[config.mk]
export PLATFORM = sky130hd
export DESIGN_NAME = bip_control_unit_flat
export DESIGN_NICKNAME = d
export VERILOG_FILES = /design/src/rtl/bip_control_unit_if.sv /design/src/rtl/bip_control_unit.sv /design/src/flat_wrapper.sv
export SDC_FILE = /design/constraint.sdc
export NUM_CORES = 1
export LEC_CHECK = 0
export BUFFER_PORTS_ARGS = -buffer_cell sky130_fd_sc_hd__buf_2
export CAP_MARGIN = 25
export CORE_MARGIN = 4
export CORE_UTILIZATION = 46
export DETAILED_ROUTE_END_ITERATION = 8
export MAX_ROUTING_LAYER = met4
export PLACE_DENSITY = 0.76
export SYNTH_ARGS = -nofsm -noshare
export SYNTH_HDL_FRONTEND = slang
export SYNTH_SLANG_ARGS = --single-unit
[constraint.sdc]
create_clock -name i_clock -period 1.6 [get_ports i_clock]
set_input_delay 0.24 -clock i_clock [delete_from_list [all_inputs] [get_ports i_clock]]
set_output_delay 0.24 -clock i_clock [all_outputs]
set_load 0.02 [all_outputs]
[src/rtl/bip_control_unit_if.sv]
// ---------------------------------------------------------------------------
// bip_control_unit_if
// Purpose : bundles the run request, program-memory and datapath-control
//           signals of the BIP control unit into one connection.
// Signals : i_start      run request from the debug/host side
//           i_instr      program-memory read data (one cycle after o_pc)
//           o_pc         program-memory address
//           o_addr       data-RAM address taken from the instruction
//           o_operand    sign-extended immediate from the instruction
//           o_sel_a      accumulator input mux select
//           o_sel_b      ALU B operand select
//           o_op         ALU operation (0 add, 1 subtract)
//           o_en_acc     accumulator load enable
//           o_rd_ram     data-RAM read strobe
//           o_wr_ram     data-RAM write strobe
//           o_busy       instruction in flight
//           o_halt       halted on HLT
//           o_icount     retired-instruction counter (saturating)
// Modports: master = control unit, slave = datapath / memories / host.
// ---------------------------------------------------------------------------
interface bip_control_unit_if #(
  parameter int PC_BITS = 11,
  parameter int E_BITS  = 16
) ();
  logic                i_start;
  logic [E_BITS-1:0]   i_instr;
  logic [PC_BITS-1:0]  o_pc;
  logic [PC_BITS-1:0]  o_addr;
  logic [E_BITS-1:0]   o_operand;
  logic [1:0]          o_sel_a;
  logic                o_sel_b;
  logic                o_op;
  logic                o_en_acc;
  logic                o_rd_ram;
  logic                o_wr_ram;
  logic                o_busy;
  logic                o_halt;
  logic [15:0]         o_icount;

  modport master (
    input  i_start, i_instr,
    output o_pc, o_addr, o_operand, o_sel_a, o_sel_b, o_op,
           o_en_acc, o_rd_ram, o_wr_ram, o_busy, o_halt, o_icount
  );

  modport slave (
    output i_start, i_instr,
    input  o_pc, o_addr, o_operand, o_sel_a, o_sel_b, o_op,
           o_en_acc, o_rd_ram, o_wr_ram, o_busy, o_halt, o_icount
  );
endinterface

[src/rtl/bip_control_unit.sv]
// ---------------------------------------------------------------------------
// bip_control_unit
// Purpose : multi-cycle control unit for the 16-bit BIP accumulator
//           datapath. Fetches from a synchronous program memory, decodes
//           and issues accumulator/ALU/data-RAM controls, keeps the PC and
//           a saturating retired-instruction counter.
// Ports   : i_clock  system clock, rising edge
//           i_reset  synchronous active-high reset
//           bus      bip_control_unit_if.master (start, instruction fetch,
//                    datapath controls, status)
// Cycle   : FETCH -> LOAD -> READ -> EXEC per instruction (4 cycles);
//           HLT stops after LOAD and parks in HALT until i_start.
// ---------------------------------------------------------------------------
module bip_control_unit #(
  parameter int PC_BITS  = 11,
  parameter int E_BITS   = 16,
  parameter int OPC_BITS = 5
) (
  input  logic                  i_clock,
  input  logic                  i_reset,
  bip_control_unit_if.master    bus
);

  localparam logic [2:0] ST_IDLE  = 3'd0;
  localparam logic [2:0] ST_FETCH = 3'd1;
  localparam logic [2:0] ST_LOAD  = 3'd2;
  localparam logic [2:0] ST_READ  = 3'd3;
  localparam logic [2:0] ST_EXEC  = 3'd4;
  localparam logic [2:0] ST_HALT  = 3'd5;

  localparam logic [OPC_BITS-1:0] OPC_HLT  = 5'b00000;
  localparam logic [OPC_BITS-1:0] OPC_STO  = 5'b00001;
  localparam logic [OPC_BITS-1:0] OPC_LD   = 5'b00010;
  localparam logic [OPC_BITS-1:0] OPC_LDI  = 5'b00011;
  localparam logic [OPC_BITS-1:0] OPC_ADD  = 5'b00100;
  localparam logic [OPC_BITS-1:0] OPC_ADDI = 5'b00101;
  localparam logic [OPC_BITS-1:0] OPC_SUB  = 5'b00110;
  localparam logic [OPC_BITS-1:0] OPC_SUBI = 5'b00111;

  logic [2:0]          r_state;
  logic [PC_BITS-1:0]  r_pc;
  logic [E_BITS-1:0]   r_ir;
  logic [15:0]         r_icount;

  logic [OPC_BITS-1:0] w_opc;
  logic [OPC_BITS-1:0] w_fetch_opc;
  logic [1:0]          w_sel_a;
  logic                w_sel_b;
  logic                w_op;
  logic                w_en_acc;
  logic                w_rd_ram;
  logic                w_wr_ram;

  assign w_opc       = r_ir[E_BITS-1 -: OPC_BITS];
  assign w_fetch_opc = bus.i_instr[E_BITS-1 -: OPC_BITS];

  // ---------------------------------------------------------------------
  // Sequencer, PC, IR and retired-instruction counter
  // ---------------------------------------------------------------------
  always_ff @(posedge i_clock) begin
    if (i_reset) begin
      r_state  <= ST_IDLE;
      r_pc     <= '0;
      r_ir     <= '0;
      r_icount <= '0;
    end else begin
      case (r_state)
        ST_IDLE, ST_HALT: begin
          // A new run always begins at address 0 with a fresh count;
          // IR keeps its last value so o_addr/o_operand stay stable.
          if (bus.i_start) begin
            r_state  <= ST_FETCH;
            r_pc     <= '0;
            r_icount <= '0;
          end
        end
        ST_FETCH: r_state <= ST_LOAD;
        ST_LOAD: begin
          r_ir    <= bus.i_instr;
          // HLT is recognised straight from the memory word so it never
          // reaches READ/EXEC and is neither counted nor advances PC.
          r_state <= (w_fetch_opc == OPC_HLT) ? ST_HALT : ST_READ;
        end
        ST_READ: r_state <= ST_EXEC;
        ST_EXEC: begin
          r_pc    <= r_pc + 1'b1;
          if (r_icount != 16'hFFFF) begin
            r_icount <= r_icount + 16'd1;
          end
          r_state <= ST_FETCH;
        end
        default: r_state <= ST_IDLE;
      endcase
    end
  end

  // ---------------------------------------------------------------------
  // Moore decode: strobes depend only on state and IR
  // ---------------------------------------------------------------------
  always_comb begin
    w_sel_a  = 2'b00;
    w_sel_b  = 1'b0;
    w_op     = 1'b0;
    w_en_acc = 1'b0;
    w_rd_ram = 1'b0;
    w_wr_ram = 1'b0;
    if (r_state == ST_READ) begin
      // Only instructions that consume a RAM operand read it.
      w_rd_ram = (w_opc == OPC_LD) || (w_opc == OPC_ADD) || (w_opc == OPC_SUB);
    end else if (r_state == ST_EXEC) begin
      case (w_opc)
        OPC_STO:  w_wr_ram = 1'b1;
        OPC_LD:   begin w_sel_a = 2'b00; w_en_acc = 1'b1; end
        OPC_LDI:  begin w_sel_a = 2'b01; w_en_acc = 1'b1; end
        OPC_ADD:  begin w_sel_a = 2'b10; w_sel_b = 1'b0; w_op = 1'b0; w_en_acc = 1'b1; end
        OPC_ADDI: begin w_sel_a = 2'b10; w_sel_b = 1'b1; w_op = 1'b0; w_en_acc = 1'b1; end
        OPC_SUB:  begin w_sel_a = 2'b10; w_sel_b = 1'b0; w_op = 1'b1; w_en_acc = 1'b1; end
        OPC_SUBI: begin w_sel_a = 2'b10; w_sel_b = 1'b1; w_op = 1'b1; w_en_acc = 1'b1; end
        default:  ; // remaining opcodes execute as NOP
      endcase
    end
  end

  assign bus.o_pc      = r_pc;
  assign bus.o_addr    = r_ir[PC_BITS-1:0];
  assign bus.o_operand = {{(E_BITS-PC_BITS){r_ir[PC_BITS-1]}}, r_ir[PC_BITS-1:0]};
  assign bus.o_sel_a   = w_sel_a;
  assign bus.o_sel_b   = w_sel_b;
  assign bus.o_op      = w_op;
  assign bus.o_en_acc  = w_en_acc;
  assign bus.o_rd_ram  = w_rd_ram;
  assign bus.o_wr_ram  = w_wr_ram;
  assign bus.o_busy    = (r_state == ST_FETCH) || (r_state == ST_LOAD) ||
                         (r_state == ST_READ)  || (r_state == ST_EXEC);
  assign bus.o_halt    = (r_state == ST_HALT);
  assign bus.o_icount  = r_icount;

endmodule

[src/flat_wrapper.sv]
// flat-port wrapper written by rule: the top's interface ports become plain ports
module bip_control_unit_flat 
#(
  parameter int PC_BITS  = 11,
  parameter int E_BITS   = 16,
  parameter int OPC_BITS = 5
)
  (i_clock, i_reset, bus_i_start, bus_i_instr, bus_o_pc, bus_o_addr, bus_o_operand, bus_o_sel_a, bus_o_sel_b, bus_o_op, bus_o_en_acc, bus_o_rd_ram, bus_o_wr_ram, bus_o_busy, bus_o_halt, bus_o_icount);
  bip_control_unit_if #(.PC_BITS(PC_BITS), .E_BITS(E_BITS)) bus_i ();
  input  logic i_clock;
  input  logic i_reset;
  input wire logic [$bits(bus_i.i_start)-1:0] bus_i_start;
  input wire logic [$bits(bus_i.i_instr)-1:0] bus_i_instr;
  output wire logic [$bits(bus_i.o_pc)-1:0] bus_o_pc;
  output wire logic [$bits(bus_i.o_addr)-1:0] bus_o_addr;
  output wire logic [$bits(bus_i.o_operand)-1:0] bus_o_operand;
  output wire logic [$bits(bus_i.o_sel_a)-1:0] bus_o_sel_a;
  output wire logic [$bits(bus_i.o_sel_b)-1:0] bus_o_sel_b;
  output wire logic [$bits(bus_i.o_op)-1:0] bus_o_op;
  output wire logic [$bits(bus_i.o_en_acc)-1:0] bus_o_en_acc;
  output wire logic [$bits(bus_i.o_rd_ram)-1:0] bus_o_rd_ram;
  output wire logic [$bits(bus_i.o_wr_ram)-1:0] bus_o_wr_ram;
  output wire logic [$bits(bus_i.o_busy)-1:0] bus_o_busy;
  output wire logic [$bits(bus_i.o_halt)-1:0] bus_o_halt;
  output wire logic [$bits(bus_i.o_icount)-1:0] bus_o_icount;
  assign bus_i.i_start = bus_i_start;
  assign bus_i.i_instr = bus_i_instr;
  assign bus_o_pc = bus_i.o_pc;
  assign bus_o_addr = bus_i.o_addr;
  assign bus_o_operand = bus_i.o_operand;
  assign bus_o_sel_a = bus_i.o_sel_a;
  assign bus_o_sel_b = bus_i.o_sel_b;
  assign bus_o_op = bus_i.o_op;
  assign bus_o_en_acc = bus_i.o_en_acc;
  assign bus_o_rd_ram = bus_i.o_rd_ram;
  assign bus_o_wr_ram = bus_i.o_wr_ram;
  assign bus_o_busy = bus_i.o_busy;
  assign bus_o_halt = bus_i.o_halt;
  assign bus_o_icount = bus_i.o_icount;
  bip_control_unit #(.PC_BITS(PC_BITS), .E_BITS(E_BITS), .OPC_BITS(OPC_BITS)) u_core (.i_clock(i_clock), .i_reset(i_reset), .bus(bus_i));
endmodule
==> flow_metrics.tcl, run 1 <==
set metrics [dict create \
    fillers 418 \
    finClkSkew_ns 0.0147 \
    diodes 0 \
    cts_tree "built" \
    io_pins 82 \
    first_pass_iters 4 \
    synth_area_leaders "dfxtp_1, buf_4, nand2_1, a21oi_1, nor2_1" \
    antenna_found_initial 0 \
    num_rows 27 \
    avgSynthCellArea_um2 7.94 \
    async_reset_ff_share_pct 0 \
    critPathArrivalTime_ns 2.28 \
    path_cells "buf_6, or3b_4, buf_4, buf_6, or4b_4, xnor2_1, and2_1" \
    drv_slew 0 \
    r2r_start "u_core.r_state[1]" \
    critPathTopFamily "simple AND/OR/NAND/NOR gates" \
    fin_crit_sh_pct 129 \
    clk_pin_slew_worst_paths_ns 0.10 \
    ys_seq_elements 46 \
    io_buffer_count 81 \
    hp-class "in -> reg" \
    whs_path_depth 3 \
    wirelength_um 8760 \
    peakVddDrop_v 0.000481 \
    syn_area_um2 2610 \
    synth_warnings 0 \
    route.antenna.remaining_nets 0 \
    cts_buffers 5 \
    synth_top_area_share_pct 35.2 \
    min_from "bus_i_instr[0]" \
    placed_area_um2 3210 \
    synthCells 329 \
    grt.overflow.total 0 \
    gr-usage-all-layers_pct 21.9 \
    crit_buf_inv 3 \
    initialDrtViolationCount 226 \
    fin_ws_ns -0.464 \
    utilization_pct 70.0 \
    critical_path_class "reg -> reg" \
    max_freq_mhz 484 \
    routedWlPerCell_um 17.3 \
    yosys.area.top_type "dfxtp_1" \
    outcome "finished, violations left" \
    hold_viol 0 \
    start_kind "flip-flop" \
    post_route_cells_drive_above_1_share_pct 49.5 \
    synthDistinctLibCells 59 \
    reg2reg_slack_ns -0.46 \
    whs_endpoint "u_core.r_ir[0]" \
    pre_cts_ws_ns -0.204 \
    clock_latency_ns 0.32 \
    fin_crit_ns 2.06 \
    failed_checks "negative setup slack" \
    design_area_um2 3850 \
    slew_headroom_pct 67.3 \
    post-route-drc-count 0 \
    powerDensity_nw_per_um2 665 \
    syn2layout_area_growth_pct 47.6 \
    grt_pass1_wl_um 12400 \
    clkSinkCount 46 \
    worst_slew_pin_slew_ns 0.490 \
    synth_edf_count 0 \
    dp_hpwl_um 5050 \
    p_leak_nw 1.64 \
    rsz0062_at_grt "yes" \
    fp.dieW_um 83.4 \
    start_util_pct 47.4 \
    num_vias 2949 \
    endpoint_kind "flip-flop" \
    die_h_um 83.4 \
    viasPerCell 5.81 \
    htree_levels 2 \
    r2r_cells 7 \
    slowest_stage "or4b_4" \
    grt_max_degree 50 \
    path_max_fanout 4 \
    place.gp.congestion 0.861 \
    cpMostUsedCell "buf_6" \
    die_area_um2 6950 \
    critPathMaxStageDelay_ns 0.51 \
    cts_root_buffer "clkbuf_8" \
    ys.flop_type "dfxtp_1" \
    final_nets 456 \
    r2r-end "u_core.bus.o_pc[10]" \
    syn-num-nets 350 \
    cap_violations 0 \
    core_region_area_um2 5510 \
    seq_area_frac_synth_pct 35.2 \
    setup_viol 30 \
    grt_pass1_vias 2655 \
    clock_path_buffers 2 \
    fin_tns_setup_ns -6.68 \
    cp.required_ns 1.81 \
]
[what timing repair did]
item                       in CTS  in global routing
pin swaps                      15                 20
buffers inserted                9                 11
gates resized for setup        41                 55
gates cloned                    0                  3
hold buffers                    0                  0
setup endpoints to repair      24                 33
[report_power, final]
group          switching, W  internal (W)  total [W]  leakage (nW)
registers         0.0000268       0.00117    0.00120         0.379
logic              0.000259      0.000184   0.000443          1.20
clock network      0.000456      0.000469   0.000925        0.0585
[placed cells by master, fill, tap and decap left out, types with 3 or more instances in the layout]
cell      instances
buf_2            72
buf_4            51
nand2_1          44
dfxtp_1          34
a21oi_1          26
buf_6            18
nor2_1           14
nand3_1          12
nand4_1          10
inv_1             8
dfxtp_2           8
nand2b_1          7
o21ai_1           6
nor2_4            5
and3_1            5
or3_1             5
clkbuf_8          5
a31oi_1           4
a21oi_2           4
dfxtp_4           4
nor3_4            3
o21ai_0           3
and2_1            3
a311oi_2          3
o211ai_1          3
nor3_1            3
nand3b_1          3
[layer usage]
| metal | wire length, um | vias to the layer above | track usage [%] |
|---|---|---|---|
| met5 | 0 | - | - |
| met4 | 147 | 0 | 7.43 |
| met3 | 673 | 17 | 4.96 |
| met2 | 4420 | 152 | 36.7 |
| met1 | 3520 | 1413 | 25.7 |
| li1 | - | 1367 | - |
[logic make-up after synthesis]
kind of cell             synth area share, %
AND/OR/NAND/NOR                         30.8
AO/OA/AOI/OAI                           18.7
buffers and inverters                   12.9
flip-flops                              35.2
XOR/XNOR                                1.01
adder cells (fa/ha/maj)                0.958
multiplexers                           0.383
[worst max path at each step]
| stage | start | to | cells past startpoint |
|---|---|---|---|
| 2_1_floorplan | u_core.r_state[1] | bus_o_sel_a[0] | 6 |
| 3_3_place_gp | u_core.r_state[0] | u_core.bus.o_icount[1] | 5 |
| 3_5_place_dp | u_core.r_state[0] | u_core.bus.o_icount[1] | 5 |
| 4_1_cts | u_core.r_state[1] | bus_o_sel_a[0] | 6 |
| 5_1_grt | u_core.r_state[1] | bus_o_sel_a[0] | 6 |
| 6_report | u_core.r_state[1] | u_core.bus.o_pc[10] | 7 |
[synthesized netlist by cell type, drive strengths merged (2+ instances only)]
library cell	count
inv	8
a311oi	4
nor2	21
nand3	12
o21a	2
clkbuf	12
or4	3
nor4	3
a31oi	4
o31ai	2
a21oi	31
nor2b	2
ha	2
and3	6
dfxtp	46
nor4b	2
nor3b	3
nand3b	3
and4	3
nand4	11
nand2	46
nor3	7
o21ai	9
or3	6
nand4b	2
xnor2	3
buf	36
o311ai	2
nand2b	8
a211oi	3
and2	5
o211ai	3
[worst min-delay path: stages]
cell	delay [ns]
buf_2	0.09
nand2_1	0.04
a21oi_1	0.05
[through the flow]
stage | std cells | power (W) | hold WS [ns]
after floorplan | 329 | 0.00148 | 0.376
after global placement | 478 | 0.00156 | 0.449
after detailed placement | 478 | 0.00156 | 0.458
after CTS | 495 | 0.00250 | 0.144
after global routing | 508 | 0.00264 | 0.146
final | 508 | 0.00256 | 0.142
[final cells by class]
class,count,area [um2],area share (%)
Clock buffer,5,68.8,1.79
Clock inverter,3,43.8,1.14
Inverter,8,30.0,0.779
Multi-Input combinational cell,228,1640,42.4
Sequential cell,46,946,24.5
Tap cell,72,90.1,2.34
Timing Repair Buffer,146,1040,27.0
[sequential cells by signal (all words and copies together) (netlist names)]
register             cells
u_core.bus.o_icount     16
u_core.bus.o_pc         11
u_core.r_ir             16
u_core.r_state           3
No activity file was read; power rests on OpenSTA's default activity.
==> inputs of run 2 (changes only) <==
--- a/config.mk
+++ b/config.mk
@@ -7,7 +7,6 @@
 export LEC_CHECK = 0
 export BUFFER_PORTS_ARGS = -buffer_cell sky130_fd_sc_hd__buf_2
 export CAP_MARGIN = 25
-export CORE_MARGIN = 4
 export CORE_UTILIZATION = 46
 export DETAILED_ROUTE_END_ITERATION = 8
 export MAX_ROUTING_LAYER = met4
==> run 2 against run 1 <==
Against the previous run:
- the run still ends with negative setup slack left
- fmax rose by 11%
- register-to-register slack improved by 0.27 ns
- sequential power is essentially flat
- final cell count down 4.5%
- non-clock buffer count is 22 lower
- utilization shrank 6.3 points
- global-route usage up 1.5 points
==> flow_metrics.tcl, run 2 (synthesized netlist as in run 1, its figures left out) <==
set metrics [dict create \
    outcome "finished, violations left" \
    failed_checks "negative setup slack" \
    stdcell_count 485 \
    cp.required_ns 1.36 \
    diodes 0 \
    routedWlPerCell_um 14.1 \
    viasPerCell 5.52 \
    fin_tns_setup_ns -1.77 \
    critical_path_class "reg -> out" \
    fillers 491 \
    core_region_area_um2 5510 \
    syn2layout_area_growth_pct 34.2 \
    num_vias 2678 \
    die_h_um 77.4 \
    dp_hpwl_um 4610 \
    clk_pin_slew_worst_paths_ns 0.09 \
    cts_root_buffer "clkbuf_8" \
    first_pass_iters 4 \
    multi_input_area_um2 1520 \
    initialDrtViolationCount 221 \
    worst_slew_pin_slew_ns 0.371 \
    grt_pass1_vias 2401 \
    grt_max_degree 50 \
    utilization_pct 63.7 \
    drv_slew 0 \
    hold_viol 0 \
    path_max_fanout 2 \
    clock_latency_ns 0.30 \
    setup_viol 14 \
    endpoint_kind "primary output" \
    htree_levels 2 \
    clkSinkCount 46 \
    finClkSkew_ns 0.00625 \
    regArea_um2 950 \
    wirelength_um 6840 \
    fin_crit_sh_pct 116 \
    powerDensity_nw_per_um2 703 \
    rsz0062_at_grt "yes" \
    r2r_start "u_core.r_state[0]" \
    place_inst 468 \
    fin_ws_ns -0.262 \
    cts_buffers 5 \
    post-route-drc-count 0 \
    p_leak_nw 1.48 \
    io_buffer_count 81 \
    fin_crit_ns 1.86 \
    start_util_pct 47.4 \
    num_rows 27 \
    route.antenna.remaining_nets 0 \
    start_kind "flip-flop" \
    antenna_found_initial 0 \
    critPathArrivalTime_ns 1.62 \
    grt_pass1_wl_um 11000 \
    final_cell_mix "buf_2, nand2_1, buf_4, dfxtp_1, a21oi_1" \
    io_pins 82 \
    peakVddDrop_v 0.000410 \
    grt.overflow.total 0 \
    hp-class "in -> reg" \
    fp.dieW_um 77.4 \
    min_from "bus_i_instr[2]" \
    die_area_um2 5980 \
    max_freq_mhz 537 \
    clock_path_buffers 2 \
    place.gp.congestion 0.959 \
    crit_start "u_core.r_state[0]" \
    final_nets 433 \
    gr-usage-all-layers_pct 23.3 \
    post_route_cells_drive_above_1_share_pct 43.1 \
    cts_tree "built" \
    slew_headroom_pct 75.0 \
    final_common_cell "buf_2" \
    cap_violations 0 \
]
[run 2: cell count changes in the layout (fill, tap and decap cells not counted), sizes merged]
cell,delta
a21oi,-1
clkinv,-1
buf,-21
[run 2: worst paths after layout]
path / to / slack (ns) / cells past startpoint
worst max register to register: u_core.bus.o_pc[10] / -0.19 / 5
worst max-delay path: bus_o_sel_a[0] / -0.26 / 5
worst min register to register: u_core.r_ir[2] / 0.47 / 2
worst min-delay path: u_core.r_ir[2] / 0.16 / 3
[run 2: metrics by stage]
stage	area [um2]	hold WS (ns)	setup WS, ns	power, W
2_1_floorplan	2710	0.376	-0.164	0.00148
3_3_place_gp	3140	0.450	-0.0450	0.00155
3_5_place_dp	3140	0.459	-0.0593	0.00156
4_1_cts	3340	0.154	-0.271	0.00244
5_1_grt	3510	0.164	-0.333	0.00257
6_report	3510	0.160	-0.262	0.00246
[run 2: critical path: stages, from the launching register on]
cell and delay, ns:
dfxtp_1 0.32, or3b_4 0.41, nor3_4 0.15, nand2_2 0.11, nor3b_4 0.19, buf_6 0.14
[run 2: metal layers]
metal | track usage, % | wire, um
met1 | 30.0 | 3080
met2 | 36.8 | 3290
met3 | 3.76 | 432
met4 | 8.87 | 38
met5 | - | 0
[run 2: cell type report]
type | instances | share of cell area, %
Clock buffer | 6 | 2.07
Clock inverter | 2 | 1.03
Inverter | 8 | 0.856
Multi-Input combinational cell | 227 | 43.5
Sequential cell | 46 | 27.1
Tap cell | 72 | 2.57
Timing Repair Buffer | 124 | 22.9
[run 2: power by group]
group          switching, W  leakage [nW]  internal (W)  total [W]
logic              0.000231          1.04      0.000156   0.000388
registers         0.0000244         0.381       0.00117    0.00119
clock network      0.000418        0.0557      0.000468   0.000886
total              0.000673          1.48       0.00179    0.00246
[run 2: repair_timing]
action / CTS / global route
setup buffers: 3 / 5
gates cloned: 0 / 1
hold buffers: 0 / 0
gates resized for setup: 18 / 39
setup endpoints to repair: 13 / 26
hold endpoints to repair: 0 / 0
pin swaps: 5 / 16
